--- config.mk ---
export PLATFORM = sky130hd
export DESIGN_NAME = uart_rx
export DESIGN_NICKNAME = d
export VERILOG_FILES = /design/src/rtl/uart_pkg.sv /design/src/rtl/uart_rx_sampler.sv /design/src/rtl/uart_rx.sv
export SDC_FILE = /design/constraint.sdc
export NUM_CORES = 1
export LEC_CHECK = 0
export ABC_AREA = 1
export CAP_MARGIN = 10
export CORE_MARGIN = 2
export CORE_UTILIZATION = 40
export DETAILED_ROUTE_END_ITERATION = 8
export MAX_ROUTING_LAYER = met4
export PLACE_DENSITY = 0.6
export SLEW_MARGIN = 20
export SYNTH_ARGS = -nofsm -noshare
export SYNTH_HDL_FRONTEND = slang
export SYNTH_SLANG_ARGS = --single-unit
--- constraint.sdc ---
create_clock -name baud_clk -period 3.5 [get_ports baud_clk]
set_input_delay 1.05 -clock baud_clk [delete_from_list [all_inputs] [get_ports baud_clk]]
set_output_delay 1.05 -clock baud_clk [all_outputs]
set_load 0.1 [all_outputs]
--- src/rtl/uart_pkg.sv ---
// Shared UART definitions: FSM state encoding, default rates, bit voter.
package uart_pkg;

    localparam int OVERSAMPLE_DEF = 16;

    typedef enum logic [2:0] {
        IDLE  = 3'd0,
        START = 3'd1,
        DATA  = 3'd2,
        STOP  = 3'd3,
        BRK   = 3'd4
    } uart_state_e;

    // 2-of-3 majority.
    function automatic logic maj3(input logic a, input logic b, input logic c);
        return (a & b) | (a & c) | (b & c);
    endfunction

endpackage

--- src/rtl/uart_rx_sampler.sv ---
// Line synchronizer plus 3-sample mid-bit majority voter.
// Samples at ticks H-1 and H are held; the third is the live rx_s, so
// vote is valid during the cycle whose tick is H+1.
module uart_rx_sampler
    import uart_pkg::*;
#(
    parameter int OVERSAMPLE = OVERSAMPLE_DEF
) (
    input  logic       baud_clk,
    input  logic       reset,
    input  logic       rx,
    input  logic [3:0] tick,
    output logic       rx_s,
    output logic       vote
);

    localparam logic [3:0] TICK_A = 4'(OVERSAMPLE / 2 - 1);
    localparam logic [3:0] TICK_B = 4'(OVERSAMPLE / 2);

    logic rx_meta;
    logic samp_a;
    logic samp_b;

    // Two-flop synchronizer (idle-high reset) and capture of the first two votes.
    always_ff @(posedge baud_clk) begin
        if (reset) begin
            rx_meta <= 1'b1;
            rx_s    <= 1'b1;
            samp_a  <= 1'b1;
            samp_b  <= 1'b1;
        end else begin
            rx_meta <= rx;
            rx_s    <= rx_meta;
            if (tick == TICK_A) samp_a <= rx_s;
            if (tick == TICK_B) samp_b <= rx_s;
        end
    end

    assign vote = maj3(samp_a, samp_b, rx_s);

endmodule

--- src/rtl/uart_rx.sv ---
// 8N1 UART receiver, OVERSAMPLE baud_clk cycles per bit.
// Decisions are taken on the vote edge (tick H+1); STOP leaves early so
// a start bit may immediately follow the stop bit.
module uart_rx
    import uart_pkg::*;
#(
    parameter int OVERSAMPLE = OVERSAMPLE_DEF,
    parameter int DATA_BITS  = 8
) (
    input  logic                 baud_clk,
    input  logic                 reset,
    input  logic                 rx,
    output logic [DATA_BITS-1:0] rx_data,
    output logic                 rx_done,
    output logic                 frame_err,
    output logic                 rx_busy
);

    localparam logic [3:0] TICK_LAST = 4'(OVERSAMPLE - 1);
    localparam logic [3:0] TICK_VOTE = 4'(OVERSAMPLE / 2 + 1);
    localparam logic [2:0] BIT_LAST  = 3'(DATA_BITS - 1);

    if (!(OVERSAMPLE == 8 || OVERSAMPLE == 16) || DATA_BITS != 8) begin : g_bad_param
        $error("uart_rx: OVERSAMPLE must be 8 or 16 and DATA_BITS must be 8");
    end

    uart_state_e          state, state_nxt;
    logic [3:0]           tick, tick_nxt;
    logic [2:0]           bit_cnt, bit_nxt;
    logic [DATA_BITS-1:0] shift, shift_nxt;
    logic [DATA_BITS-1:0] data_nxt;
    logic                 done_nxt;
    logic                 ferr_nxt;
    logic                 rx_s;
    logic                 vote;
    logic                 vote_edge;
    logic                 tick_last;

    uart_rx_sampler #(
        .OVERSAMPLE(OVERSAMPLE)
    ) u_sampler (
        .baud_clk(baud_clk),
        .reset   (reset),
        .rx      (rx),
        .tick    (tick),
        .rx_s    (rx_s),
        .vote    (vote)
    );

    assign vote_edge = (tick == TICK_VOTE);
    assign tick_last = (tick == TICK_LAST);
    assign rx_busy   = (state != IDLE);

    // State register.
    always_ff @(posedge baud_clk) begin
        if (reset) state <= IDLE;
        else       state <= state_nxt;
    end

    // Next state, counters, shift register and output pulses.
    always_comb begin
        state_nxt = state;
        tick_nxt  = tick_last ? 4'd0 : tick + 4'd1;
        bit_nxt   = bit_cnt;
        shift_nxt = shift;
        data_nxt  = rx_data;
        done_nxt  = 1'b0;
        ferr_nxt  = 1'b0;
        unique case (state)
            IDLE: begin
                tick_nxt = 4'd0;
                bit_nxt  = 3'd0;
                if (!rx_s) state_nxt = START;
            end
            START: begin
                if (vote_edge && vote) state_nxt = IDLE;
                else if (tick_last)    state_nxt = DATA;
            end
            DATA: begin
                if (vote_edge) shift_nxt = {vote, shift[DATA_BITS-1:1]};
                if (tick_last) begin
                    bit_nxt = bit_cnt + 3'd1;
                    if (bit_cnt == BIT_LAST) state_nxt = STOP;
                end
            end
            STOP: begin
                if (vote_edge) begin
                    if (vote) begin
                        data_nxt  = shift;
                        done_nxt  = 1'b1;
                        state_nxt = IDLE;
                    end else begin
                        ferr_nxt  = 1'b1;
                        state_nxt = BRK;
                    end
                end
            end
            BRK: begin
                tick_nxt = 4'd0;
                if (rx_s) state_nxt = IDLE;
            end
            default: state_nxt = IDLE;
        endcase
        // Every state entry restarts the bit timer.
        if (state_nxt != state) tick_nxt = 4'd0;
    end

    // Datapath registers.
    always_ff @(posedge baud_clk) begin
        if (reset) begin
            tick      <= 4'd0;
            bit_cnt   <= 3'd0;
            shift     <= '0;
            rx_data   <= '0;
            rx_done   <= 1'b0;
            frame_err <= 1'b0;
        end else begin
            tick      <= tick_nxt;
            bit_cnt   <= bit_nxt;
            shift     <= shift_nxt;
            rx_data   <= data_nxt;
            rx_done   <= done_nxt;
            frame_err <= ferr_nxt;
        end
    end

endmodule
==> results of run 1 <==
placed cells by master (no fill, tap or decap), types with 2 or more instances in the layout:
cell type	instances
sky130_fd_sc_hd__inv_2	6
sky130_fd_sc_hd__nand2_1	16
sky130_fd_sc_hd__clkbuf_4	5
sky130_fd_sc_hd__o21ai_0	20
sky130_fd_sc_hd__dfxtp_1	32
sky130_fd_sc_hd__clkdlybuf4s50_1	2
sky130_fd_sc_hd__a21oi_1	6
sky130_fd_sc_hd__ha_1	5
sky130_fd_sc_hd__nand3_2	2
sky130_fd_sc_hd__inv_1	12
sky130_fd_sc_hd__nand3_1	9
sky130_fd_sc_hd__clkinv_2	2
sky130_fd_sc_hd__buf_4	11
sky130_fd_sc_hd__nor2_1	44
sky130_fd_sc_hd__or2_2	2
metrics by stage:
| step | instances | cell area [µm²] | setup WS (ps) | hold slack [ps] | power (mW) |
|---|---|---|---|---|---|
| 2_1_floorplan | 170 | 1324 | 1298 | 389.5 | 0.4007 |
| 3_3_place_gp | 224 | 1470 | 839.5 | 401.3 | 0.4070 |
| 3_5_place_dp | 224 | 1470 | 720.4 | 399.3 | 0.4079 |
| 4_1_cts | 232 | 1546 | 1014 | 427.4 | 0.6802 |
| 5_1_grt | 232 | 1546 | 887.4 | 443.3 | 0.7014 |
| 6_report | 232 | 1546 | 1016 | 424.8 | 0.6688 |
state kept, by name (all words and copies together) (netlist names):
register,cells
bit_cnt,3
frame_err,1
rx_data,8
rx_done,1
shift,8
state,3
tick,4
u_sampler.rx_meta,1
u_sampler.rx_s,1
u_sampler.samp_a,1
u_sampler.samp_b,1
final timing paths:
check	to	start	slack, ps	cells after the start
max	rx_busy	state[0]	1020	5
min	u_sampler.rx_s	u_sampler.rx_meta	420	1
max reg2reg	bit_cnt[1]	tick[0]	1970	7
min reg2reg	u_sampler.rx_s	u_sampler.rx_meta	420	1
metal layers:
metal	GRT usage, %	vias to the layer above
li1	-	577
met1	18.77	484
met2	22.11	19
met3	8.193	0
met4	3.647	0
met5	-	-
power by group:
part           internal [mW]  leakage [nW]  switching (mW)
clock                  0.150        0.0422           0.120
sequential             0.367         0.259         0.00254
combinational        0.00979         0.408          0.0199
critical path: stages, from the launching register on:
cell and delay (ps):
sky130_fd_sc_hd__dfxtp_1 370, sky130_fd_sc_hd__nor2_1 220, sky130_fd_sc_hd__inv_1 90, sky130_fd_sc_hd__nor2_1 150, sky130_fd_sc_hd__inv_1 60, sky130_fd_sc_hd__buf_4 230
cells by family (layout without fill, tap and decap cells):
group,count (synthesis),in the layout
compound gates,29,29
fa+ha+maj,5,5
flops,32,32
xor+xnor,2,2
buf+inv,23,41
simple gates,79,79
layout make-up:
class                   count  share of cell area (%)
multi-input cells         115                   38.51
clock buffers               6                   2.670
flip-flops and latches     32                   41.42
clock inverters             2                   2.265
well taps                  44                   3.560
inverters                  20                   4.935
repair buffers             13                   6.634
==> run metrics, run 1 <==
status=complete, no violations; number of H-tree levels=2; share of synthesized area occupied by flip-flops and latches=48.39%; post-route minimum period=~2500 ps; post-synthesis register bit count=32; kind of start point of the critical path=register; share of cell area taken by muxes after synthesis=0%; setup violation total in the final timing report=0; class of the most critical hold timing path=register to register; Crit path arrival time=roughly 1400 ps; y dimension of the die=61.53 µm; number of DRC markers in iteration 0=44; most common cell in the netlist=sky130_fd_sc_hd__nor2_1; Pwr per Cell Area=roughly 430 nW/µm²; kind of end point of the critical path=primary output; synthesized-area fraction occupied by and/or/nand/nor cells=a little over a quarter; critical-path maximum fanout=5; EDFF count, synth=0; buffer type at the clock tree root=sky130_fd_sc_hd__clkbuf_4; final setup skew=8.149 ps; overall fraction of global-route tracks in use=15.31%; count of filler cells inserted in the layout=323; share of async-settable or async-resettable flops after synthesis=0%; Clock Latency Late Sink=320 ps; Yosys warning count=0; utilization of the core after routing=49.84%; estimated wirelength of the detail-placed design=roughly 1.7 mm; Area contributors post-synth=sky130_fd_sc_hd__dfxtp_1, sky130_fd_sc_hd__nor2_1, sky130_fd_sc_hd__o21ai_0; ratio of final minimum period to clock period=70.97%; number of rows in the core area=20; Antenna Diode Count=0; combinational family with the most area after synthesis=simple AND/OR/NAND/NOR gates; Net count, final=195; die area=3785 µm²; RePlAce Congestion=0.7765; Post-CTS Repair Setup Buffers=0; vias after detailed routing=between 1k and 1.5k; starting utilization of the core area=a little over two fifths; leading cell types by count after synthesis=sky130_fd_sc_hd__nor2_1, sky130_fd_sc_hd__dfxtp_1, sky130_fd_sc_hd__o21ai_0; register cell area after layout=around 640 µm²; Final Hold Viols=0; die extent in x=between 60 and 70 µm; area leader, netlist=sky130_fd_sc_hd__dfxtp_1; per-instance average area after synthesis=7.787 µm²; Slew Limit Headroom=65.12%; VDD IR-drop max=238.3 µV; hold buffer count at CTS=0; DRC=0; total core area=3103 µm²; share of cells above drive strength 1=~18%; accumulated negative setup slack=0 ps; highest routed metal layer=met3; fraction of the mapped netlist area in compound gates=11.72%; Detailed Routing Iterations Pass 1=4; Clock Path Buffers=2; Yosys top cell area share=48.39%; wire length on met1=1.170 mm; leakage power total=0.7091 nW; Synth Net Count=178; area of the multi-input gates=595.6 µm²; number of max-slew violations in the final report=0; antenna violation net count after detailed routing=0; Routed WL per cell=9.974 µm; Synth Area in XOR/XNOR=under 10%; transition time of the tightest slew-check pin=522.6 ps; CTS Buf Count=5; number of distinct library cells after synthesis=25; TritonCTS clock tree=yes; global-route wire length before repair=4.112 mm; Area Growth Syn to Fin=16.82%; vias in the first global route=981; routed wire length on met3=105 µm; total gr overflow=0; adder and majority gate portion of the synthesized area=approximately 4.7%; clock-pin slew of the registers on the worst-case setup and hold paths=90 ps; Cells after Synth=170; port bufs=13; pin count of the biggest net entering global routing=22; synthesized cell area=around 1300 µm²; most common flop cell mapped by yosys=sky130_fd_sc_hd__dfxtp_1; met2 WL post-DR=approximately 1.0 mm; antenna violations before repair=0; unrepaired setup endpoints after global routing=false; highest achievable clock rate=between 400 and 500 MHz; Setup Crit Path Kind=register to primary output; post-detailed-routing wire length=between 2 and 2.5 mm; number of vias per cell after detailed routing=approximately 4.7; post-CTS sizing=0; max_cap viols=0; clock sinks=32; IO Count=14; required time of the critical path=2450 ps
Power figures use the tool's default switching activity.
==> run 2, diff against run 1 <==
--- a/config.mk
+++ b/config.mk
@@ -11,7 +11,7 @@
 export CORE_UTILIZATION = 40
 export DETAILED_ROUTE_END_ITERATION = 8
 export MAX_ROUTING_LAYER = met4
-export PLACE_DENSITY = 0.6
+export PLACE_DENSITY = 0.62
 export SLEW_MARGIN = 20
 export SYNTH_ARGS = -nofsm -noshare
 export SYNTH_HDL_FRONTEND = slang
==> constraint.sdc (replaced) <==
create_clock -name baud_clk -period 2 [get_ports baud_clk]
set_input_delay 0.6 -clock baud_clk [delete_from_list [all_inputs] [get_ports baud_clk]]
set_output_delay 0.6 -clock baud_clk [all_outputs]
set_load 0.1 [all_outputs]
==> run 2 against run 1 <==
Net effect: routed wire length is 1.1% lower; non-clock buffer count is 2 higher; clock power is 77% higher; global-route usage is 0.14 points higher; count of clock-buffer cells in the layout stayed put; flip-flop and latch count stayed put; hold slack worse by 7.6 ps; sequential power is 75% higher; sequential share of layout area is 3.8 points lower; critical endpoint unchanged; via count stayed put; critical path depth stayed put; critical path type unchanged.
==> run metrics, run 2 (synthesis gave the netlist of run 1 again) <==
worst-case reg-to-reg path depth=7 (unchanged); Clock Latency Late Sink=330 ps (about the same); hold buffer count at CTS=0 (unchanged); kind of end point of the critical path=primary output; RePlAce Congestion=0.7699 (-0.85%); post-CTS sizing=0 (unchanged); die area=3785 µm² (unchanged); vias after detailed routing=1080 (unchanged); number of rows in the core area=20 (unchanged); Clock Path Buffers=2 (unchanged); pin count of the biggest net entering global routing=21 (-4.5%); worst reg2reg endpoint=bit_cnt[2]; summed area of non-filler cells in the final layout=1705 µm² (+10%); number of vias per cell after detailed routing=4.615 (-0.85%); clock sinks=32 (unchanged); launch instance of the worst min-delay path=u_sampler.rx_meta; antenna violation net count after detailed routing=0 (unchanged); overall fraction of global-route tracks in use=15.45% (+0.14 points); most common cell after layout, fill and taps aside=sky130_fd_sc_hd__nor2_1; worst setup slack for register-to-register paths=500 ps (-1470 ps); unrepaired setup endpoints after global routing=false; leakage power total=0.7506 nW (+5.9%); global-route wire length before repair=4.043 mm (-1.7%); starting utilization of the core area=42.66% (unchanged); share of cells above drive strength 1=20.00% (+2.4 points); Hold Crit Depth=1 (unchanged); VDD IR-drop max=364.1 µV (+53%); Post-Route Hold Slack=417.1 ps (-7.627 ps); Setup Crit Path Kind=register to primary output; clock-pin slew of the registers on the worst-case setup and hold paths=100 ps (about the same); count of filler cells inserted in the layout=327 (+1.2%); accumulated negative setup slack=0 ps (unchanged); DRC=0 (unchanged); utilization of the core after routing=54.96% (+5.1 points); Area Growth Syn to Fin=28.83%; CTS Buf Count=5 (unchanged); total power draw=1.183 mW (+77%); Net count, final=197 (+1.0%); vias in the first global route=993 (+1.2%); Routed WL per cell=9.782 µm (-1.9%); post-detailed-routing wire length=2.289 mm (-1.1%); Final Hold Viols=0 (unchanged); max_cap viols=0 (unchanged); port bufs=13 (unchanged); status=complete, no violations; Pwr per Cell Area=693.6 nW/µm² (+60%); y dimension of the die=61.53 µm (unchanged); critical-path maximum fanout=4 (-1); transition time of the tightest slew-check pin=303.9 ps (-218.6 ps); Antenna Diode Count=0 (unchanged); sink of the worst hold path=u_sampler.rx_s; Detailed Routing Iterations Pass 1=4 (unchanged); estimated wirelength of the detail-placed design=1.785 mm (+3.2%); die extent in x=61.53 µm (unchanged); total core area=3103 µm² (unchanged); kind of start point of the critical path=register; TritonCTS clock tree=yes; largest registers in the final layout=rx_data: 8 flops, shift: 8 flops, tick: 4 flops; Slew Limit Headroom=79.48% (+14 points); total gr overflow=0 (unchanged); number of H-tree levels=2 (unchanged); buffer type at the clock tree root=sky130_fd_sc_hd__clkbuf_4; number of DRC markers in iteration 0=14 (-68%); Post-CTS Repair Setup Buffers=0 (unchanged); top library cells by usage in the layout, fill and taps aside=sky130_fd_sc_hd__nor2_1, sky130_fd_sc_hd__dfxtp_1, sky130_fd_sc_hd__o21ai_0; class of the most critical hold timing path=register to register; required time of the critical path=1400 ps (-1050 ps); highest achievable clock rate=531.9 MHz; Crit path arrival time=1280 ps (-150 ps); number of max-slew violations in the final report=0 (unchanged); IO Count=14 (unchanged); ratio of final minimum period to clock period=94.00%; antenna violations before repair=0 (unchanged); setup violation total in the final timing report=0 (unchanged); startpoint of the most critical register-to-register path=tick[0]; standard cell area after detailed placement=1623 µm² (+10%); post-route minimum period=1880 ps; final setup skew=6.797 ps (-1.353 ps)
run 2: per-layer routing:
metal	GRT usage, %	routed length (µm)
met1	15.85	1059
met5	-	0
met3	6.933	118
met2	25.56	1063
met4	6.383	47
run 2: final cells by class:
class	instances	area (µm²)	area share [%]
sequential	32	641.9	37.64
clock inverter	2	35.03	2.054
multi-input combinational	115	600.6	35.22
inverter	20	76.32	4.475
tap	44	55.05	3.228
timing repair buffer	15	255.2	14.97
clock buffer	6	41.29	2.421
run 2: report_power, final:
group	switching [mW]	internal, mW
sequential	0.00470	0.643
clock	0.215	0.262
combinational	0.0356	0.0227
run 2: worst max-delay path by stage:
stage | from | endpoint | slack [ps]
after floorplan | state[0] | rx_busy | 250
after global routing | state[1] | rx_busy | 40
after CTS | state[0] | rx_busy | 10
after detailed placement | reset | tick[1] | 290
final | state[1] | rx_busy | 120
after global placement | reset | tick[0] | 310
run 2: stage by stage:
step,setup WS (ps),cells
after global routing,38.58,234
after detailed placement,292.3,226
after global placement,306.8,226
after floorplan,248.4,170
after CTS,12.92,234
final,120.1,234
run 2: critical path, cell delays in order (launching register included):
cell	delay [ps]
sky130_fd_sc_hd__dfxtp_1	360
sky130_fd_sc_hd__nor2_2	150
sky130_fd_sc_hd__inv_1	80
sky130_fd_sc_hd__nor2_2	110
sky130_fd_sc_hd__inv_1	80
sky130_fd_sc_hd__buf_12	170
==> run 3, diff against run 2 <==
--- a/config.mk
+++ b/config.mk
@@ -11,7 +11,8 @@
 export CORE_UTILIZATION = 40
 export DETAILED_ROUTE_END_ITERATION = 8
 export MAX_ROUTING_LAYER = met4
-export PLACE_DENSITY = 0.62
+export PLACE_DENSITY = 0.74
+export SKIP_LAST_GASP = 1
 export SLEW_MARGIN = 20
 export SYNTH_ARGS = -nofsm -noshare
 export SYNTH_HDL_FRONTEND = slang
==> run 3 against run 2 <==
Net effect: clock skew about the same; critical endpoint unchanged; core utilization fell by 0.52 points; design area shrank 0.95%; die area stayed put; flip-flop and latch count unchanged; first-iteration DRC count rose to 2.9 times the previous value; register-to-register slack hardly changed; hold slack worse by 1.0 ps; maximum frequency decreased by 2.0%; clock power shrank 21%; cell count stayed put.
==> run metrics, run 3 (synthesis gave the netlist of run 1 again) <==
die area=3785 µm² (unchanged); clock-pin slew of the registers on the worst-case setup and hold paths=90 ps (about the same); Critical Path, Cell by Cell=nor2_2, inv_1, nor2_2, inv_1, buf_12; Final Hold Viols=0 (unchanged); total net switching power=0.2511 mW (-1.8%); Antenna Diode Count=0 (unchanged); global-route wire length before repair=3.933 mm (-2.7%); worst reg2reg endpoint=bit_cnt[2]; antenna violation net count after detailed routing=0 (unchanged); hold buffer count at CTS=0 (unchanged); internal power=0.8323 mW (-10%); TritonCTS clock tree=yes; share of cells above drive strength 1=20.00% (unchanged); cell family with most CP delay=flip-flops; max_cap viols=0 (unchanged); highest achievable clock rate=521.2 MHz (-2.0%); Clock Path Buffers=2 (unchanged); starting utilization of the core area=42.66% (unchanged); die extent in x=61.53 µm (unchanged); DRC=0 (unchanged); leakage power total=0.7458 nW (-0.64%); ratio of final minimum period to clock period=95.92% (+1.9 points); Clock Power Share=34.9% (-5.4 points); number of max-slew violations in the final report=0 (unchanged); final setup skew=6.647 ps (-0.1503 ps); vias after detailed routing=1089 (+0.83%); buffers and inverters on the worst path=3 (unchanged); antenna violations before repair=0 (unchanged); post-route minimum period=1918 ps (+38.58 ps); count of filler cells inserted in the layout=294 (-10%); number of DRC markers in iteration 0=41 (+27); worst setup slack for register-to-register paths=500 ps (about the same); post-CTS sizing=1 (+1); pin count of the biggest net entering global routing=21 (unchanged); Crit path arrival time=1320 ps (+40 ps); Setup Crit Path Kind=register to primary output; total gr overflow=0 (unchanged); Hold Crit Depth=1 (unchanged); port bufs=13 (unchanged); Combinational Power Share=5.4% (+0.5 points); setup violation total in the final timing report=0 (unchanged); vias in the first global route=953 (-4.0%); number of H-tree levels=2 (unchanged); number of vias per cell after detailed routing=4.654 (+0.83%); sequential share of power=59.7% (+5.0 points); Levels on crit path=5 (unchanged); kind of start point of the critical path=register; Slew Limit Headroom=81.67% (+2.2 points); RePlAce Congestion=0.8736 (+13%); post-detailed-routing wire length=2.255 mm (-1.5%); buffer type at the clock tree root=sky130_fd_sc_hd__clkbuf_4; maximum single-stage delay on the critical path=370 ps (about the same); accumulated negative setup slack=0 ps (unchanged); Area Growth Syn to Fin=27.60%; total power draw=1.083 mW (-8.4%); largest registers in the final layout=rx_data: 8 flops, shift: 8 flops, tick: 4 flops; total core area=3103 µm² (unchanged); Post-Route Hold Slack=416.1 ps (-1.016 ps); cell count after placement=226 (unchanged); estimated wirelength of the detail-placed design=1.722 mm (-3.5%); overall fraction of global-route tracks in use=14.65% (-0.80 points); number of rows in the core area=20 (unchanged); critical-path maximum fanout=5 (+1); transition time of the tightest slew-check pin=271.5 ps (-32.39 ps); VDD IR-drop max=265.6 µV (-27%); most common cell after layout, fill and taps aside=sky130_fd_sc_hd__nor2_1; y dimension of the die=61.53 µm (unchanged); clock sinks=32 (unchanged); Worst path slowest cell=sky130_fd_sc_hd__dfxtp_1; unrepaired setup endpoints after global routing=false; final std cells w/o fill=234 (unchanged); worst-case reg-to-reg path depth=7 (unchanged); startpoint of the most critical register-to-register path=tick[0]; utilization of the core after routing=54.44% (-0.52 points); switching power share of the total=23.17% (+1.6 points); sink of the worst hold path=u_sampler.rx_s; area of the multi-input gates=600.6 µm² (unchanged); Detailed Routing Iterations Pass 1=4 (unchanged); launch instance of the worst min-delay path=u_sampler.rx_meta; Post-CTS Repair Setup Buffers=0 (unchanged); top library cells by usage in the layout, fill and taps aside=sky130_fd_sc_hd__nor2_1, sky130_fd_sc_hd__dfxtp_1, sky130_fd_sc_hd__o21ai_0; status=complete, no violations; required time of the critical path=1400 ps (about the same); Pwr per Cell Area=641.4 nW/µm² (-7.5%); class of the most critical hold timing path=register to register; Routed WL per cell=9.637 µm (-1.5%); register cell area after layout=640.6 µm² (-0.20%); Net count, final=197 (unchanged); CTS Buf Count=5 (unchanged); Clock Latency Late Sink=330 ps (about the same); IO Count=14 (unchanged); kind of end point of the critical path=primary output
run 3: power by group through the flow:
stage,Clock [mW],Sequential [mW],Combinational [mW]
2_1_floorplan,0,0.661,0.0407
3_3_place_gp,0,0.661,0.0576
3_5_place_dp,0,0.662,0.0582
4_1_cts,0.393,0.647,0.0590
5_1_grt,0.412,0.648,0.0655
6_report,0.378,0.647,0.0587
run 3: worst max path at each step:
| stage | end | startpoint | slack, ps |
|---|---|---|---|
| finish | rx_busy | state[0] | 80 |
| global placement | tick[3] | reset | 310 |
| detailed placement | tick[0] | reset | 280 |
| floorplan | rx_busy | state[0] | 250 |
| CTS | rx_busy | state[0] | 30 |
| global route | rx_busy | state[0] | 6 |
run 3: worst reg2reg max path, stage by stage (launching register included):
cell                       delay [ps]
sky130_fd_sc_hd__dfxtp_1          360
sky130_fd_sc_hd__ha_1             250
sky130_fd_sc_hd__nand3_1          120
sky130_fd_sc_hd__clkinv_2         100
sky130_fd_sc_hd__a21oi_1          240
sky130_fd_sc_hd__inv_1            120
sky130_fd_sc_hd__o21ai_0          170
sky130_fd_sc_hd__nor2_1            50
run 3: area by class of cell:
type	instances	area share, %
clock buffers	6	3.037
well taps	44	3.259
flip-flops and latches	32	37.93
repair buffers	15	15.11
clock inverters	2	0.5926
multi-input cells	115	35.56
inverters	20	4.519
run 3: layer usage:
metal	track usage, %	vias up	wire (µm)
met3	5.672	6	120
li1	-	585	-
met1	17.65	474	1088
met2	21.65	24	993
met4	6.383	0	53
met5	-	-	0
run 3: through the flow:
| step | worst slack (ps) | cell area (µm²) |
|---|---|---|
| after floorplan | 248.4 | 1324 |
| after global placement | 308.4 | 1623 |
| after detailed placement | 282.2 | 1623 |
| after CTS | 32.73 | 1687 |
| after global routing | 5.521 | 1689 |
| final | 81.51 | 1689 |
